**config.mk**
```make
export PLATFORM = sky130hd
export DESIGN_NAME = posit_decode_pipe
export DESIGN_NICKNAME = d
export VERILOG_FILES = /design/src/rtl/posit_decode_pipe.sv
export SDC_FILE = /design/constraint.sdc
export NUM_CORES = 1
export LEC_CHECK = 0
export BUFFER_PORTS_ARGS = -buffer_cell sky130_fd_sc_hd__buf_2
export CAP_MARGIN = 20
export CORE_MARGIN = 8
export CORE_UTILIZATION = 45
export CTS_BUF_LIST = sky130_fd_sc_hd__clkbuf_16
export DETAILED_ROUTE_END_ITERATION = 7
export PLACE_DENSITY = 0.71
export SYNTH_ARGS = -nofsm -noshare
export SYNTH_HDL_FRONTEND = slang
export SYNTH_SLANG_ARGS = --single-unit
```
**constraint.sdc**
```tcl
create_clock -name clk -period 38.3 [get_ports clk]
set_clock_uncertainty 0.1 [all_clocks]
set_input_delay 5.745 -clock clk [delete_from_list [all_inputs] [get_ports clk]]
set_output_delay 5.745 -clock clk [all_outputs]
set_load 0.05 [all_outputs]
```
**src/rtl/posit_decode_pipe.sv**
```systemverilog
// rtl/posit_decode_pipe.sv - two-stage posit field decoder with valid/ready handshake
// S1 takes the magnitude of the word; S2 splits it into regime, exponent and fraction.
module posit_decode_pipe #(
    parameter int N  = 64,
    parameter int ES = 4,
    parameter int FW = N - 3 - ES,
    parameter int KW = $clog2(N) + 1,
    parameter int EW = (ES > 0) ? ES : 1
) (
    input  logic          clk,
    input  logic          rst_n,
    input  logic          in_valid,
    output logic          in_ready,
    input  logic [N-1:0]  in_posit,
    output logic          out_valid,
    input  logic          out_ready,
    output logic          out_sign,
    output logic          out_zero,
    output logic          out_nar,
    output logic [KW-1:0] out_k,
    output logic [EW-1:0] out_exp,
    output logic [FW-1:0] out_frac,
    output logic [KW-2:0] out_rlen
);

    localparam logic [N-2:0]  U_ONE = {{(N-2){1'b0}}, 1'b1};
    localparam logic [N-1:0]  NAR_W = {1'b1, {(N-1){1'b0}}};
    localparam logic [KW-2:0] M_ONE = {{(KW-2){1'b0}}, 1'b1};
    localparam logic [KW-1:0] K_ONE = {{(KW-1){1'b0}}, 1'b1};
    localparam logic [KW-1:0] K_ZERO = '0;

    logic          s1_valid_q, s1_valid_d;
    logic [N-2:0]  u_q, u_d;
    logic          s1_sign_q, s1_sign_d;
    logic          s1_zero_q, s1_zero_d;
    logic          s1_nar_q, s1_nar_d;

    logic          out_valid_q, out_valid_d;
    logic          sign_q, sign_d;
    logic          zero_q, zero_d;
    logic          nar_q, nar_d;
    logic [KW-1:0] k_q, k_d;
    logic [EW-1:0] exp_q, exp_d;
    logic [FW-1:0] frac_q, frac_d;
    logic [KW-2:0] rlen_q, rlen_d;

    logic          s1_adv, s2_adv;

    logic          r0;
    logic          run;
    logic [KW-2:0] m;
    logic [KW-1:0] k_dec;
    logic [N-4:0]  ef;
    logic [EW-1:0] exp_dec;
    logic [FW-1:0] frac_dec;

    assign s2_adv   = ~out_valid_q | out_ready;
    assign s1_adv   = ~s1_valid_q | s2_adv;
    assign in_ready = rst_n & s1_adv;

    // Leading-digit detector: m counts the run of bits equal to the first regime bit.
    always_comb begin
        r0  = u_q[N-2];
        m   = '0;
        run = 1'b1;
        for (int i = N - 2; i >= 0; i--) begin
            if (run && (u_q[i] == r0)) begin
                m = m + M_ONE;
            end else begin
                run = 1'b0;
            end
        end
        k_dec = r0 ? ({1'b0, m} - K_ONE) : (K_ZERO - {1'b0, m});
        // Drop regime run and terminator (m+1 bits); the top two bits always belong to them.
        ef = u_q[N-4:0] << (m - M_ONE);
    end

    generate
        if (ES > 0) begin : g_exp
            assign exp_dec = ef[N-4 -: EW];
        end else begin : g_noexp
            assign exp_dec = '0;
        end
    endgenerate

    assign frac_dec = ef[FW-1:0];

    always_comb begin
        s1_valid_d  = s1_valid_q;
        u_d         = u_q;
        s1_sign_d   = s1_sign_q;
        s1_zero_d   = s1_zero_q;
        s1_nar_d    = s1_nar_q;
        out_valid_d = out_valid_q;
        sign_d      = sign_q;
        zero_d      = zero_q;
        nar_d       = nar_q;
        k_d         = k_q;
        exp_d       = exp_q;
        frac_d      = frac_q;
        rlen_d      = rlen_q;

        if (s1_adv) begin
            s1_valid_d = in_valid;
            if (in_valid) begin
                s1_sign_d = in_posit[N-1];
                u_d       = in_posit[N-1] ? (~in_posit[N-2:0] + U_ONE) : in_posit[N-2:0];
                s1_zero_d = (in_posit == '0);
                s1_nar_d  = (in_posit == NAR_W);
            end
        end

        if (s2_adv) begin
            out_valid_d = s1_valid_q;
            if (s1_valid_q) begin
                zero_d = s1_zero_q;
                nar_d  = s1_nar_q;
                if (s1_zero_q || s1_nar_q) begin
                    sign_d = s1_nar_q;
                    k_d    = '0;
                    exp_d  = '0;
                    frac_d = '0;
                    rlen_d = '0;
                end else begin
                    sign_d = s1_sign_q;
                    k_d    = k_dec;
                    exp_d  = exp_dec;
                    frac_d = frac_dec;
                    rlen_d = m;
                end
            end
        end
    end

    always_ff @(posedge clk or negedge rst_n) begin
        if (!rst_n) begin
            s1_valid_q  <= 1'b0;
            u_q         <= '0;
            s1_sign_q   <= 1'b0;
            s1_zero_q   <= 1'b0;
            s1_nar_q    <= 1'b0;
            out_valid_q <= 1'b0;
            sign_q      <= 1'b0;
            zero_q      <= 1'b0;
            nar_q       <= 1'b0;
            k_q         <= '0;
            exp_q       <= '0;
            frac_q      <= '0;
            rlen_q      <= '0;
        end else begin
            s1_valid_q  <= s1_valid_d;
            u_q         <= u_d;
            s1_sign_q   <= s1_sign_d;
            s1_zero_q   <= s1_zero_d;
            s1_nar_q    <= s1_nar_d;
            out_valid_q <= out_valid_d;
            sign_q      <= sign_d;
            zero_q      <= zero_d;
            nar_q       <= nar_d;
            k_q         <= k_d;
            exp_q       <= exp_d;
            frac_q      <= frac_d;
            rlen_q      <= rlen_d;
        end
    end

    assign out_valid = out_valid_q;
    assign out_sign  = sign_q;
    assign out_zero  = zero_q;
    assign out_nar   = nar_q;
    assign out_k     = k_q;
    assign out_exp   = exp_q;
    assign out_frac  = frac_q;
    assign out_rlen  = rlen_q;

endmodule

```
==> results.txt <==
Cell area after placement = 21800 µm²
Top achievable clock speed = 0.0269 GHz
Antenna Nets Post-Route = 0
Warnings from Yosys = 0
CP max stage delay = 0.51 ns
Total power = 1860 µW
FF/Latch Area = 3630 µm²
Seq cells post-synth = 145
CTS Buffer Depth = 2
Die height = 222 µm
GRT Residual Overflow = 0
Gp weighted congestion = 0.922
Final net count = 2872
Initial antenna violation count = 1
Distinct cell type count after synthesis = 102
DR WL/cell = 19.4 µm
DIE WIDTH = 222 µm
Final period utilization = 97.0%
Simple-gate area share of the yosys netlist = 22.1%
DPL Wire Length = 48.3 mm
CP max stage cell = dfrtp_4
PortBufs = 146
Top cell by count, worst path = ha_1
Ys async rst share = 100%
Row count = 75
Post-Layout Inst Area = 23600 µm²
CP Class = reg -> reg
Total Routing Usage GR = 24.1%
Power per standard cell area = 78.9 nW/µm²
Starting Density = 45.7%
Min Hold Slack = 0.386 ns
Cts hold-fix bufs = 0
IO Count = 147
Synth Area in Compound Gates = 18.8%
Crit path max fanout = 8
CP Buf/Inv Count = 13
CTS tree = yes
Crit end category = register
Fill cells = 3777
Max-Cap Viols = 0
Avg Cell Area, Syn = 7.79 µm²
Vias in the first global route = 19.0k
CP required = 38.54 ns
Syn_nets = 2589
Largest net degree at the start of global routing = 99
Synth Area in Adders = 3.97%
Final Hold Fails = 0
Final Max Slew Viols = 0
Worst path depth = 204
Multi-input gate area = 15500 µm²
Delay-heaviest family, CP = adder cells
Total wire length = 63.9 mm
Layout area overhead = 23.3%
Post-synth EDFFs = 0
Worst r2r path cells = 204
First-pass GRT wire length = 99.4 mm
Multiplexer area fraction after synthesis = 17.1%
Clk slew on worst S/H paths = 0.08 ns
Core ar. = 41900 µm²
Diode count = 0
H-tree depth = 4
Hold WC Path Type = reg -> reg
First-pass iteration count of the detailed router = 5
Largest family of logic cells by synthesized area = simple AND/OR/NAND/NOR gates
Gate count of the mapped netlist = 2461
Routed vias = 19.8k
Setup violations, final = 0
Prevailing post-synth register cell = dfrtp_1
VDD IR-drop max = 0.0594 mV
Post-route minimum period = 37.16 ns
Layout cells sized above 1 = 23.4%
Die ar. = 49400 µm²
Crit path launch type = register
Synthesized area = 19200 µm²
Detailed Route Iter0 Violations = 1543
Status = completed
Post-Synth XOR/XNOR Area = 14.4%
Leak pwr = 0.0103 µW
Slew at the pin closest to its max-slew limit = 1.06 ns
WHS Path Cells = 2
DR vias/cell = 6.00
Crit path DAT = 37.40 ns
Post-synthesis sequential area ratio = 18.9%
Drc violations = 0
Clock Latency Late Sink = 0.46 ns
CTS Root Cell = clkbuf_16
Clk sinks = 145
TritonCTS Buffers = 17
Max-Slew Margin vs Limit = 28.7%
[metrics by stage]
stage / setup TNS, ns / util (%) / setup slack, ns / instances
after detailed placement: -50.03 / 51.9 / -1.02 / 3198
after CTS: 0 / 54.3 / 0.00915 / 3263
after floorplan: 0 / - / 0.0163 / 2461
after global routing: -22.85 / 56.3 / -0.471 / 3296
after global placement: 0 / 51.9 / 0.492 / 3198
final: 0 / 56.3 / 1.14 / 3296
[metal layers]
| layer | global-route usage (%) | part of all wire [%] | vias to the layer above |
|---|---|---|---|
| met3 | 3.44 | 5.5 | 127 |
| li1 | - | - | 9458 |
| met2 | 42.0 | 49 | 666 |
| met5 | 0 | 0.020 | - |
| met4 | 7.22 | 2.7 | 2 |
| met1 | 30.7 | 43 | 9535 |
[layout by cell type (no fill, tap or decap), types with 57 or more instances in the layout]
cell type	count
buf_4	247
nand3_1	63
xnor2_1	111
o21ai_0	180
nor2_1	187
mux2i_1	275
inv_1	64
a21oi_1	105
buf_2	145
nor3_1	57
nand2_1	329
xor2_1	111
dfrtp_1	142
[cell usage after synthesis (30+ instances only)]
cell        n  share of area, %
ha_1       60               3.9
nand2_1   336               6.6
a22o_1     30               1.4
xnor2_1   115               5.3
nor2_1    195               3.8
or3_1      44               1.4
clkbuf_1  100               2.0
inv_1      69               1.4
nand3_1    63               1.6
nor3_1     59               1.5
a21oi_1   113               3.0
xor2_1    112               5.1
mux2i_1   301                16
o21ai_0   199               5.2
dfrtp_1   145                19
[tightest hold or removal path, cell delays in order (launching register included)]
cell,delay [ns]
dfrtp_1,0.35
nand2_1,0.05
o21ai_0,0.06
[final cells by class]
class / instances / area share, %
Tap cell: 539 / 2.86
Clock inverter: 15 / 0.853
Clock buffer: 17 / 1.80
Timing Repair Buffer: 410 / 12.4
Multi-Input combinational cell: 2101 / 65.6
Inverter: 69 / 1.10
Sequential cell: 145 / 15.4
[kinds of logic after synthesis]
| logic type | after synthesis |
|---|---|
| muxes | 324 |
| adders and majority gates | 61 |
| xor gates and xnor gates | 264 |
| buffers and inverters | 215 |
| DFF | 145 |
| AOI/OAI and AO/OA | 561 |
| and+or+nand+nor | 891 |
[path summary, 6_finish.rpt]
path	startpoint	endpoint	slack, ns
min in group asynchronous	rst_n	out_sign	5.18
min reg2reg	out_sign	out_sign	0.39
max in group asynchronous	rst_n	u_q[62]	31.80
min	out_sign	out_sign	0.39
max	u_q[62]	out_exp[3]	1.14
max reg2reg	u_q[62]	out_exp[3]	1.14
[repair_timing]
action	CTS	global route
gates cloned	0	1
resized for setup	31	99
setup endpoints to repair	66	72
buffers inserted	33	32
pin swaps	19	85
[flip-flops by register name, indices dropped and copies added, names as in the netlist, 4 cells and up]
signal,cells
out_frac,57
u_q,63
out_k,7
out_exp,4
out_rlen,6
[power by group]
group	switching [µW]	leakage, µW	total [µW]	internal (µW)
Clock	88.9	0.000303	179	90.2
Sequential	51.7	0.00181	249	197
Combinational	782	0.00821	1440	653
(Power assumes the default switching activity.)
